## src/rtl/program_loader.sv

```systemverilog
// Byte-stream program loader: packs little-endian words into instruction
// memory, then hands the memory port to the core and launches it.
module program_loader #(
    parameter int unsigned DEPTH = 256,
    parameter int unsigned AW    = 8
) (
    input  logic          clk,
    input  logic          rst,
    input  logic [7:0]    in_data,
    input  logic          in_valid,
    input  logic          in_last,
    output logic          in_ready,
    output logic [AW-1:0] mem_lo,
    output logic [31:0]   mem_in,
    output logic          mem_en,
    output logic          mem_sel,
    output logic          start,
    input  logic          core_done,
    output logic          busy,
    output logic [AW:0]   word_count,
    output logic          err
);

    typedef enum logic [2:0] {
        S_LOAD,
        S_WRITE,
        S_LAUNCH,
        S_RUN,
        S_ERROR
    } state_t;

    localparam logic [AW-1:0] LAST_ADDR = AW'(DEPTH - 1);
    localparam logic [AW:0]   FULL_CNT  = (AW + 1)'(DEPTH);

    state_t        state_q;
    logic [1:0]    idx_q;
    logic [31:0]   word_q;
    logic [AW-1:0] addr_q;
    logic          last_q;

    logic [AW-1:0] mem_lo_q;
    logic [31:0]   mem_in_q;
    logic          mem_en_q;
    logic          mem_sel_q;
    logic          start_q;
    logic          busy_q;
    logic [AW:0]   cnt_q;
    logic          err_q;

    logic          xfer;
    logic [31:0]   word_d;

    assign in_ready   = (state_q == S_LOAD);
    assign xfer       = in_valid & in_ready;

    assign mem_lo     = mem_lo_q;
    assign mem_in     = mem_in_q;
    assign mem_en     = mem_en_q;
    assign mem_sel    = mem_sel_q;
    assign start      = start_q;
    assign busy       = busy_q;
    assign word_count = cnt_q;
    assign err        = err_q;

    // Word with the incoming byte merged at the current lane
    always_comb begin
        word_d = word_q;
        word_d[{idx_q, 3'b000} +: 8] = in_data;
    end

    always_ff @(posedge clk or negedge rst) begin
        if (!rst) begin
            state_q   <= S_LOAD;
            idx_q     <= 2'd0;
            word_q    <= 32'd0;
            addr_q    <= '0;
            last_q    <= 1'b0;
            mem_lo_q  <= '0;
            mem_in_q  <= 32'd0;
            mem_en_q  <= 1'b0;
            mem_sel_q <= 1'b1;
            start_q   <= 1'b0;
            busy_q    <= 1'b0;
            cnt_q     <= '0;
            err_q     <= 1'b0;
        end else begin
            unique case (state_q)
                S_LOAD: begin
                    if (xfer) begin
                        if (idx_q == 2'd3 || in_last) begin
                            state_q  <= S_WRITE;
                            last_q   <= in_last;
                            mem_en_q <= 1'b1;
                            mem_lo_q <= addr_q;
                            mem_in_q <= word_d;
                            word_q   <= 32'd0;
                            idx_q    <= 2'd0;
                        end else begin
                            word_q <= word_d;
                            idx_q  <= idx_q + 2'd1;
                        end
                    end
                end
                S_WRITE: begin
                    mem_en_q <= 1'b0;
                    addr_q   <= addr_q + AW'(1);
                    if (cnt_q != FULL_CNT) begin
                        cnt_q <= cnt_q + (AW + 1)'(1);
                    end
                    // A final word at the top address is a legal launch
                    if (last_q) begin
                        state_q   <= S_LAUNCH;
                        mem_sel_q <= 1'b0;
                        start_q   <= 1'b1;
                        busy_q    <= 1'b1;
                    end else if (mem_lo_q == LAST_ADDR) begin
                        state_q <= S_ERROR;
                        err_q   <= 1'b1;
                    end else begin
                        state_q <= S_LOAD;
                    end
                end
                S_LAUNCH: begin
                    start_q <= 1'b0;
                    addr_q  <= '0;
                    idx_q   <= 2'd0;
                    last_q  <= 1'b0;
                    state_q <= S_RUN;
                end
                S_RUN: begin
                    if (core_done) begin
                        state_q   <= S_LOAD;
                        mem_sel_q <= 1'b1;
                        busy_q    <= 1'b0;
                        cnt_q     <= '0;
                    end
                end
                S_ERROR: begin
                    err_q <= 1'b1;
                end
                default: begin
                    state_q <= S_ERROR;
                    err_q   <= 1'b1;
                end
            endcase
        end
    end

endmodule

```

## config.mk

```make
export PLATFORM = sky130hd
export DESIGN_NAME = program_loader
export DESIGN_NICKNAME = d
export VERILOG_FILES = /design/src/rtl/program_loader.sv
export SDC_FILE = /design/constraint.sdc
export NUM_CORES = 1
export LEC_CHECK = 0
export ABC_CLOCK_PERIOD_IN_PS = 1740
export CAP_MARGIN = 10
export CELL_PAD_IN_SITES_DETAIL_PLACEMENT = 0
export CELL_PAD_IN_SITES_GLOBAL_PLACEMENT = 1
export CORE_MARGIN = 3
export CORE_UTILIZATION = 40
export CTS_BUF_LIST = sky130_fd_sc_hd__clkbuf_8
export DETAILED_ROUTE_END_ITERATION = 6
export PLACE_DENSITY = 0.8
export SLEW_MARGIN = 10
export SYNTH_ARGS = -nofsm -noshare
export SYNTH_HDL_FRONTEND = slang
export SYNTH_SLANG_ARGS = --single-unit
export TNS_END_PERCENT = 5
```

## constraint.sdc

```tcl
create_clock -name clk -period 1.74 [get_ports clk]
set_input_delay 0.348 -clock clk [delete_from_list [all_inputs] [get_ports clk]]
set_output_delay 0.348 -clock clk [all_outputs]
set_load 0.02 [all_outputs]
```

---- After elaboration in Yosys (flattened, before gate mapping) ----
Cells that the tools add are included.
cells by class
  add/sub/neg operators ................... 4
  $mul .................................... 0
  div/mod/pow operators ................... 0
  order comparisons ....................... 0
  equal/unequal tests ..................... 14
  shift operators ......................... 2
  muxes and demuxes ....................... 31
  bitwise operators ....................... 3
  reductions and logical operators ........ 17
operators with widths
  cell                    number
  $bwmux 32               1
  $mux 32                 1
  $shift 8x7->32 const A  1
  $shiftx 8x7->32         1
  $mux 9                  2
  $pmux 9 s2              1
  $reduce_and 3->1        6
  $pmux 8 s2              1
  $mux 3                  5
  $pmux 3 s5              1
  $pmux 1 s2              6
  $mux 1                  10
  $ne 2x2->1 const B      5
  $add 9x1->9 const B     1
  $ne 9x9->1 const B      1
  $add 8x1->8 const B     1
  $eq 8x8->1 const B      1
  $reduce_bool 2->1       4
  $neg 5->7               1
  $eq 3x2->1 const B      2
  $reduce_and 2->1        3
  $mux 2                  2
  $ne 2x1->1 const B      2
  $pmux 2 s2              1
  other kinds (10)        11
storage, ports and cells
  register bits ........................... 100
  bits in latches ......................... 0
  bits in writable memories ............... 0
  ROM bits ................................ 0
  input bits .............................. 13
  output and inout bits ................... 55
  word-level logic and storage cells ...... 84
  memories ................................ 0

---- Logic depth before layout (Yosys ltp) ----
Gate-level depths: netlist of run 1.
  word-level depth ........................ 5
  mapped depth ............................ 8
  mapped depth without buffers ............ 6

---- Least setup slack after synthesis of run 1 ----
Ideal clock, no wire load.
  path kind ............................... reg-to-reg
  start point ............................. register idx_q[0]
  end point ............................... register word_q[0]
  setup time .............................. 0.067 ns
  data arrival time ....................... 1.855 ns
  data required time ...................... 1.673 ns
  path slack .............................. -0.182 ns
  stages on the path, launching flop included .. 8
  path buffers ............................ 2
  period minus slack after synthesis ...... 1.922 ns
  cell sequence ........................... dfrtp_1 -> inv_1 -> ha_1 -> nor4bb_1 -> buf_1 -> and3_1 -> buf_2 -> a22o_1
on the way
  longest elaborated chain between the ends .. 4
  elaborated cells on any way between the ends .. 7
  those cells by class .................... add/sub (1); eq/ne (1); shift (2); mux (2); reduce/logical (1)
RTL lines
  item                                                      line  RTL
  start, declared                                           36    logic [1:0] idx_q;
  start signal, assigned                                    100   idx_q <= idx_q + 2'd1;
  $neg 5->7                                                 68    word_d[{idx_q, 3'b000} +: 8] = in_data;
  $shiftx 8x7->32 / $shift 8x7->32 (equally long branches)  68
  $bwmux 32                                                 68
  $mux 32 (*)                                               90    if (idx_q == 2'd3 || in_last) begin
  end signal, assigned                                      99    word_q <= word_d;
  end, declared                                             37    logic [31:0] word_q;
Mark *: on every way between the ends. The rest lies on a longest branch, timed or not.
A chain may end at the register's enable or synchronous reset.

---- Final worst setup path of run 1 ----
  start point ............................. register mem_in_q[19], in the netlist mem_in[19]
  end point ............................... output mem_in[19]
RTL lines
  item                    line  RTL
  start, declared         42    logic [31:0] mem_in_q;
  start signal, assigned  95    mem_in_q <= word_d;
  end, declared           14    output logic [31:0] mem_in,
No word-level cell between the ends.

==> results of run 1 <==
## per-stage QoR
step                      setup WS, ps  hold WS (ps)
after floorplan                  -10.6          52.4
after global placement            -199           449
after detailed placement          -235           456
after CTS                         2.93          53.7
after global routing             -13.1          58.7
final                             50.6          22.4
## power by group through the flow
| stage | logic, µW | registers (µW) | clock network (µW) |
|---|---|---|---|
| global placement | 3190 | 3110 | 0 |
| global route | 3660 | 3140 | 1550 |
| CTS | 3240 | 3060 | 1460 |
| floorplan | 1600 | 3410 | 0 |
| detailed placement | 3260 | 3110 | 0 |
| finish | 3340 | 3070 | 1420 |
## logic make-up after synthesis
logic type	count (synthesis)	share of synthesized area, %
mux	10	2.56
compound gates	138	20.3
fa+ha+maj	9	2.48
buf+inv	37	3.38
simple gates	125	15.3
xor+xnor	5	0.963
flops	100	55.0
## routing by layer
layer	up-vias	global-route usage, %	part of all wire (%)
met5	-	0	0
met4	0	4.01	0.85
met3	8	3.29	4.6
met2	92	28.2	49
met1	1765	24.2	46
li1	1700	-	-
## registers in the layout, indices dropped and copies added, names as in the netlist
register    count
idx_q           2
mem_lo          8
word_q         32
mem_in         32
word_count      9
mem_en          1
addr_q          8
mem_sel         1
start           1
err             1
busy            1
last_q          1
state_q         3
## path summary, 6_finish.rpt
path                       depth (start not counted)             to  slack [ps]
min in group clk                                   1            err         480
max reg2reg                                        5  word_count[8]          60
min                                                2     mem_in[19]          20
max in group asynchronous                          2      mem_lo[6]        1310
max                                                1     mem_in[19]          50
min reg2reg                                        1            err         480
## area by class of cell
type | count | area, µm² | area share, %
sequential | 100 | 2500 | 42.6
timing repair buffer | 104 | 1020 | 17.3
clock inverter | 7 | 61.3 | 1.04
multi-input combinational | 287 | 1970 | 33.5
inverter | 8 | 30.0 | 0.510
tap | 140 | 175 | 2.98
clock buffer | 9 | 124 | 2.11
## timing repair
item | in CTS | in global routing
gates resized for setup | 18 | 29
endpoints found under the setup margin | 30 | 67
buffers inserted | 0 | 1
pin swaps | 0 | 1
endpoints found under the hold margin | 0 | 0
## cell usage in the layout (no fill, tap or decap), drive strengths merged, types with 10 or more instances in the layout
cell type	n
buf	38
nor2b	19
a22o	35
a21oi	30
nor2	17
clkdlybuf4s50	37
o21ai	49
dlygate4sd2	14
dlymetal6s2s	14
mux2	10
a32oi	11
dfrtp	99
nand2	48
==> results.toml, run 1 <==
[route]
num_vias = 3565
drtIter0Drc = 199
drt-wirelength-per-cell_um = 16.5
drt_pass1_iterations = 4
via_per_inst = 5.44
routed_wl_mm = 10.8
antenna_left = 0
drc = 0

[final_layout]
fin_cells = 655
fin_util_pct = 53.6
area_growth_pct = 29.3
nets = 532
final_cell_area_mm2 = 0.00588
drive_above_1_share_pct = 18.1
fill_cells = 1008
diodes = 0

[worst_setup_path]
timing.rr.start = "word_count[6]"
cp.arrival_ps = 1340
crit_start = "mem_in[19]"
worstPathRequired_ps = 1390
end_kind = "output pin"
crit_buf_inv = 1
slowest_delay_ps = 610
cp_max_fo = 2
crit_type = "reg -> out"
crit_path_cell_trace = "clkdlybuf4s50_1"
critPathTopFamily = "buffers and inverters"
crit_slowest_cell = "clkdlybuf4s50_1"
start_kind = "register"

[flow_run]
maxCapViolCount = 0

[yosys]
ys_seq_area_share_pct = 55.0
synthArstFlopShare_pct = 100
synth_top_area_cell = "dfrtp_1"
ys_types = 52
synthFlopType = "dfrtp_1"
synthesis.area_mm2 = 0.00455
yosysMostFrequentCell = "dfrtp_1"
syn_area_per_cell_um2 = 10.7
synthTopCellsByArea = "dfrtp_1 54%, a22o_1 6.7%, o21ai_0 4.5%"
synth_cells = 424
synth-edff-count = 0
synth_top_area_share_pct = 54.5
yosys_warnings = 0
synthesis.nets = 446
synth_seq_cells = 100
ys_top_cells_by_count = "99 x dfrtp_1, 46 x nand2_1, 41 x o21ai_0"

[placed_design]
placedCellCount = 638
hpwl_mm = 7.39
portBuffers = 67
place_area_mm2 = 0.00560
gp_congestion = 0.762

[sta]
slew_viol_final = 0
max_freq_mhz = 592
finalClockSkew_ps = 11.5
fin_crit_ps = 1690
final.period_utilization_pct = 97.1
relSlewSlack_pct = 64.5
final-setup-viol-count = 0
rsz0062_at_grt = "true"
worstMarginPinSlew_ps = 532
hold_violations = 0
fin_tns_setup_ps = 0

[grt]
gr-total-overflow = 0
antenna_found_initial = 0
grt_pass1_wl_mm = 18.2
grt_pass1_vias = 3586
gr-usage-all-layers_pct = 17.3
grt_max_degree = 101

[power]
p_int_uw = 4810
powerDensity_mw_per_mm2 = 1330
p_switching_uw = 3010
p_leak_uw = 0.00284
ir_worst_vdd_v = 0.000677
switching_share_pct = 38.5
p_comb_share_pct = 42.7
p_clk_share_pct = 18.1
power_frac_seq_pct = 39.2
p_total_uw = 7820

[floorplanning]
die_h_um = 113
dieArea_mm2 = 0.0127
rows = 38
die_w_um = 113
ios = 68
core_mm2 = 0.0110
initial_core_util_pct = 41.4

[worst_hold_path]
hold_class = "in -> async"

[clocking]
clkSlewWorstSetupHoldPaths_ps = 100
clkSinkCount = 100
tritoncts = "yes"
cts_root_buffer = "clkbuf_8"
clkLatencyLatePin_ps = 370
htreeDepth = 3
cts_buffer_depth = 2
cts_made_buffers = 9
postCtsHoldBufs = 0

[status]
outcome = "finished, final reports clean"
Power figures use the tool's default switching activity.
==> run 2: changes to the inputs <==
Settings changed: ABC_AREA set to 1, CORE_UTILIZATION 40 to 36, CTS_BUF_LIST sky130_fd_sc_hd__clkbuf_8 to sky130_fd_sc_hd__clkbuf_16, PLACE_DENSITY 0.8 to 0.76.
==> run 2 against run 1 <==
Against the previous run: flip-flop and latch count is the same; design area grew 3.5%; worst hold slack gained 460 ps; power grew 4.4%; combinational power shrank 2%; clock skew shrank 1.8 ps; critical path type unchanged; largest cell class unchanged; highest routed layer unchanged.
==> results.toml, run 2 <==
[status]
outcome = "finished, final reports clean"

[clocking]
clkLatencyLatePin_ps = 350
htreeDepth = 3
clkSlewWorstSetupHoldPaths_ps = 60
cts_buffer_depth = 2
tritoncts = "yes"
cts_root_buffer = "clkbuf_16"
cts_made_buffers = 9
clkSinkCount = 100

[route]
drt_pass1_iterations = 4
drc = 0
drt-wirelength-per-cell_um = 13.7
num_vias = 4120
via_per_inst = 4.75
antenna_left = 0
drtIter0Drc = 251
routed_wl_mm = 11.9

[yosys]
synthFlopType = "dfrtp_1"
ys_seq_area_share_pct = 52.4
synth_top_area_share_pct = 51.8
synth_top_area_cell = "dfrtp_1"
synthArstFlopShare_pct = 100
yosysMostFrequentCell = "nand2_1"
synthTopCellsByArea = "dfrtp_1 52%, nand2_1 23%, inv_1 4.2%"
ys_top_cells_by_count = "291 x nand2_1, 99 x dfrtp_1, 54 x inv_1"
synth_cells = 608
synthesis.nets = 630
syn_area_per_cell_um2 = 7.86
yosys_warnings = 0
synthesis.area_mm2 = 0.00478
synth_seq_cells = 100
ys_types = 31
synth-edff-count = 0

[floorplanning]
ios = 68
die_h_um = 121
die_w_um = 121
rows = 41
initial_core_util_pct = 37.4
core_mm2 = 0.0128
dieArea_mm2 = 0.0147

[worst_setup_path]
cp_max_fo = 3
worstPathRequired_ps = 1390
crit_slowest_cell = "clkdlybuf4s50_1"
crit_buf_inv = 1
r2r_setup_slack_ps = 120
crit_path_cell_trace = "clkdlybuf4s50_1"
cp.arrival_ps = 1340
r2r.worst_path.cells = 8
worstReg2RegEnd = "mem_in[20]"
start_kind = "register"
slowest_delay_ps = 610
critPathTopFamily = "buffers and inverters"
crit_type = "reg -> out"
timing.rr.start = "idx_q[0]"
end_kind = "output pin"

[worst_hold_path]
hold_class = "reg -> reg"
hold-path-endpoint = "mem_in[6]"
min_path_cells = 2
holdCritStartpoint = "mem_in[6]"

[sta]
finalClockSkew_ps = 9.76
final-setup-viol-count = 0
rsz0062_at_grt = "true"
fin_hold_ws_ps = 481
fin_tns_setup_ps = 0
relSlewSlack_pct = 70.0
fin_crit_ps = 1680
final.period_utilization_pct = 96.8
max_freq_mhz = 594
hold_violations = 0
slew_viol_final = 0
worstMarginPinSlew_ps = 450

[final_layout]
layout_common_cells = "291 x nand2_1, 98 x dfrtp_1, 55 x inv_1, 52 x clkdlybuf4s50_1, 28 x nor2_1"
drive_above_1_share_pct = 8.19
nets = 713
final_common_cell = "nand2_1"
diodes = 0
fill_cells = 1302
area_growth_pct = 27.4

[flow_run]
maxCapViolCount = 0

[grt]
use_met2_pct = 29.0
gr-usage-all-layers_pct = 17.5
met1_usage_pct = 23.2
grt_max_degree = 32
grt_pass1_vias = 4014
met3_usage_pct = 4.52
grt_pass1_wl_mm = 20.3
gr-total-overflow = 0
busiest_layer = "met2"
antenna_found_initial = 0

[power]
p_int_uw = 4940
p_comb_share_pct = 40.1
p_leak_uw = 0.00316
p_switching_uw = 3220
switching_share_pct = 39.5
p_clk_share_pct = 22.0
powerDensity_mw_per_mm2 = 1340
power_frac_seq_pct = 37.9
ir_worst_vdd_v = 0.000723

[placed_design]
portBuffers = 67
hpwl_mm = 8.56
gp_congestion = 0.810
[run 2: cell types whose count changed after synthesis, sizes merged, moves of 19 or more]
| cell | previous run | this run |
|---|---|---|
| a21oi | 30 | 4 |
| inv | 7 | 58 |
| nor2b | 19 | 0 |
| nand2 | 48 | 295 |
| a22o | 35 | 0 |
[run 2: cell families after synthesis]
logic type	share of synthesized area (%)
simple gates	30.5
flops	52.4
fa+ha+maj	2.36
buf+inv	7.70
compound gates	6.47
xor+xnor	0.550
[run 2: through the flow]
step	area, µm²	util (%)	setup WS, ps	power [µW]	instances
global route	6090	47.7	-54.0	8770	868
floorplan	4780	-	93.7	5070	608
finish	6090	47.7	55.8	8160	868
CTS	6050	47.3	-6.90	8190	867
global placement	5790	45.3	-24.2	6380	850
detailed placement	5790	45.3	-27.5	6430	850
[run 2: how the worst max path moves through the flow]
stage,startpoint,end,slack [ps],cells past startpoint
floorplan,idx_q[0],mem_in[16],90,9
global placement,idx_q[0],mem_in[1],-20,7
detailed placement,in_valid,mem_in[1],-30,8
CTS,idx_q[0],mem_in[0],-7,7
global route,idx_q[1],word_q[8],-50,6
finish,mem_lo[7],mem_lo[7],60,1
[run 2: metal layers]
layer  part of all wire [%]  vias to the layer above
met3                    4.4                        6
met1                     47                     1973
met4                   0.84                        0
met5                      0                        -
li1                       -                     2056
met2                     48                       85
[run 2: power groups by stage]
| stage | clock network, µW | logic, µW | registers, µW |
|---|---|---|---|
| floorplan | 0 | 1650 | 3420 |
| global placement | 0 | 3250 | 3120 |
| detailed placement | 0 | 3290 | 3130 |
| CTS | 1850 | 3240 | 3090 |
| global route | 1960 | 3650 | 3170 |
| finish | 1790 | 3280 | 3090 |
[run 2: tightest hold or removal path, delay by kind of cell (launching register included)]
family           cells  cell delay (ps)
and+or+nand+nor      2              100
DFF                  1              340
[run 2: layout make-up]
type                       count  area (µm²)  share of cell area (%)
clock inverter                 7        35.0                   0.575
inverter                      58         220                    3.62
sequential                   100        2500                    41.1
multi-input combinational    430        1940                    31.9
tap                          172         215                    3.53
timing repair buffer          92         948                    15.6
clock buffer                   9         225                    3.70
[run 2: timing repair]
item                                    in CTS  in global routing
resized for setup                           14                 19
pin swaps                                    0                  1
hold buffers                                 1                  0
endpoints found under the setup margin      12                 46
endpoints found under the hold margin       26                  0
buffers inserted                             0                  1
gates cloned                                 0                  0
==> run 3: changes to the inputs <==
Settings changed: CTS_BUF_LIST sky130_fd_sc_hd__clkbuf_16 to sky130_fd_sc_hd__clkbuf_4 sky130_fd_sc_hd__clkbuf_8 sky130_fd_sc_hd__clkbuf_16.
==> run 3 against run 2 <==
Against the previous run: worst hold slack about the same; clock power rose by 12%; combinational power about the same; setup slack is essentially flat; highest routed layer unchanged; power up 2.6%; routed wire length grew 0.14%; register-to-register slack is essentially flat; clock-buffer cell count up 5; maximum frequency about the same; largest power group unchanged; critical path type unchanged; design area is 0.72% higher; utilization grew 0.34 points.
==> results.toml, run 3 (synthesis gave the netlist of run 2 again) <==
[status]
outcome = "finished, final reports clean"

[worst_setup_path]
worstPathRequired_ps = 1390
critPathTopFamily = "buffers and inverters"
crit_path_cell_trace = "clkdlybuf4s50_1"
cp_max_fo = 3
start_kind = "register"
crit_type = "reg -> out"
end_kind = "output pin"
crit_slowest_cell = "clkdlybuf4s50_1"
crit_start = "mem_lo[7]"
crit_buf_inv = 1
cp.arrival_ps = 1340
slowest_delay_ps = 610
timing.rr.start = "idx_q[0]"

[clocking]
clkSlewWorstSetupHoldPaths_ps = 60
cts_made_buffers = 9
clkLatencyLatePin_ps = 350
htreeDepth = 3
clkSinkCount = 100
tritoncts = "yes"
cts_buffer_depth = 2
cts_root_buffer = "clkbuf_16"

[power]
power_frac_seq_pct = 37.0
powerDensity_mw_per_mm2 = 1370
ir_worst_vdd_v = 0.000742
p_comb_share_pct = 39.2
p_clk_share_pct = 23.8
p_int_uw = 5140
p_switching_uw = 3230
p_leak_uw = 0.00318
switching_share_pct = 38.6

[final_layout]
final_cell_area_mm2 = 0.00613
fin_util_pct = 48.0
final_common_cell = "nand2_1"
nets = 713
fin_cells = 868
layout_common_cells = "291 x nand2_1, 98 x dfrtp_1, 54 x inv_1, 52 x clkdlybuf4s50_1, 28 x nor2_1"
drive_above_1_share_pct = 8.91
diodes = 0
area_growth_pct = 28.3

[sta]
rsz0062_at_grt = "true"
fin_crit_ps = 1680
final.period_utilization_pct = 96.8
fin_hold_ws_ps = 481
final-setup-viol-count = 0
worstMarginPinSlew_ps = 450
fin_ws_ps = 55.8
max_freq_mhz = 594
finalClockSkew_ps = 9.20
hold_violations = 0
relSlewSlack_pct = 70.0
slew_viol_final = 0

[floorplanning]
rows = 41
initial_core_util_pct = 37.4
dieArea_mm2 = 0.0147
core_mm2 = 0.0128
die_w_um = 121
die_h_um = 121
ios = 68

[route]
via_per_inst = 4.74
drt_pass1_iterations = 4
drtIter0Drc = 214
drt-wirelength-per-cell_um = 13.7
num_vias = 4113
antenna_left = 0
routed_wl_mm = 11.9
drc = 0

[grt]
met3_usage_pct = 4.52
gr-total-overflow = 0
grt_max_degree = 32
use_met2_pct = 29.0
antenna_found_initial = 0
gr-usage-all-layers_pct = 17.5
busiest_layer = "met2"
grt_pass1_wl_mm = 20.3
grt_pass1_vias = 4020
met1_usage_pct = 23.2

[placed_design]
place_area_mm2 = 0.00579
gp_congestion = 0.810
pre_cts_ws_ps = -27.5
hpwl_mm = 8.56
portBuffers = 67
placedCellCount = 850

[worst_hold_path]
holdCritStartpoint = "mem_in[6]"
hold_class = "reg -> reg"

[flow_run]
maxCapViolCount = 0
[run 3: cell count changes in the layout (fill, tap and decap cells not counted), sizes merged]
cell and delta:
clkinv -4, clkbuf +5, inv -1
[run 3: worst register-to-register path, cell delays in order (launching register included)]
cell and delay, ps:
dfrtp_1 380, inv_1 140, buf_4 150, ha_1 170, nand4_1 110, buf_4 180, o21ai_0 290, nand2_1 90
nand2_1 70
[run 3: layer usage]
metal / vias up / wire, µm
li1: 2053 / -
met1: 1955 / 5520
met2: 99 / 5720
met3: 6 / 533
met4: 0 / 105
met5: - / 0
[run 3: cell type report]
type	count	area (µm²)
tap	172	215
clock buffer	14	288
clock inverter	2	16.3
timing repair buffer	92	948
inverter	58	220
sequential	100	2500
multi-input combinational	430	1940
fill	1296	6640
[run 3: path summary, 6_finish.rpt]
path / end / cells past startpoint / slack [ps]
min in group asynchronous: mem_in[20] / 2 / 490
max reg2reg: mem_in[20] / 8 / 120
min: mem_in[6] / 2 / 480
max: mem_lo[7] / 1 / 60
max in group asynchronous: mem_sel / 3 / 700
min reg2reg: mem_in[6] / 2 / 480
[run 3: power groups by stage]
stage | Sequential [µW] | Clock (µW) | Combinational [µW]
5_1_grt | 3170 | 2160 | 3650
2_1_floorplan | 3420 | 0 | 1650
3_5_place_dp | 3130 | 0 | 3290
3_3_place_gp | 3120 | 0 | 3250
6_report | 3100 | 2000 | 3280
4_1_cts | 3090 | 2060 | 3250
[run 3: through the flow]
step	total power (µW)	TNS, ps
floorplan	5070	0
global placement	6380	-43.8
detailed placement	6430	-167
CTS	8400	-6.90
global route	8980	-192
finish	8370	0
[run 3: what timing repair did]
item | 4_1_cts | 5_1_grt
hold endpoints to repair | 26 | 0
setup buffers | 0 | 1
resized for setup | 14 | 19
endpoints found under the setup margin | 12 | 46
hold buffers | 1 | 0
pin swaps | 0 | 1
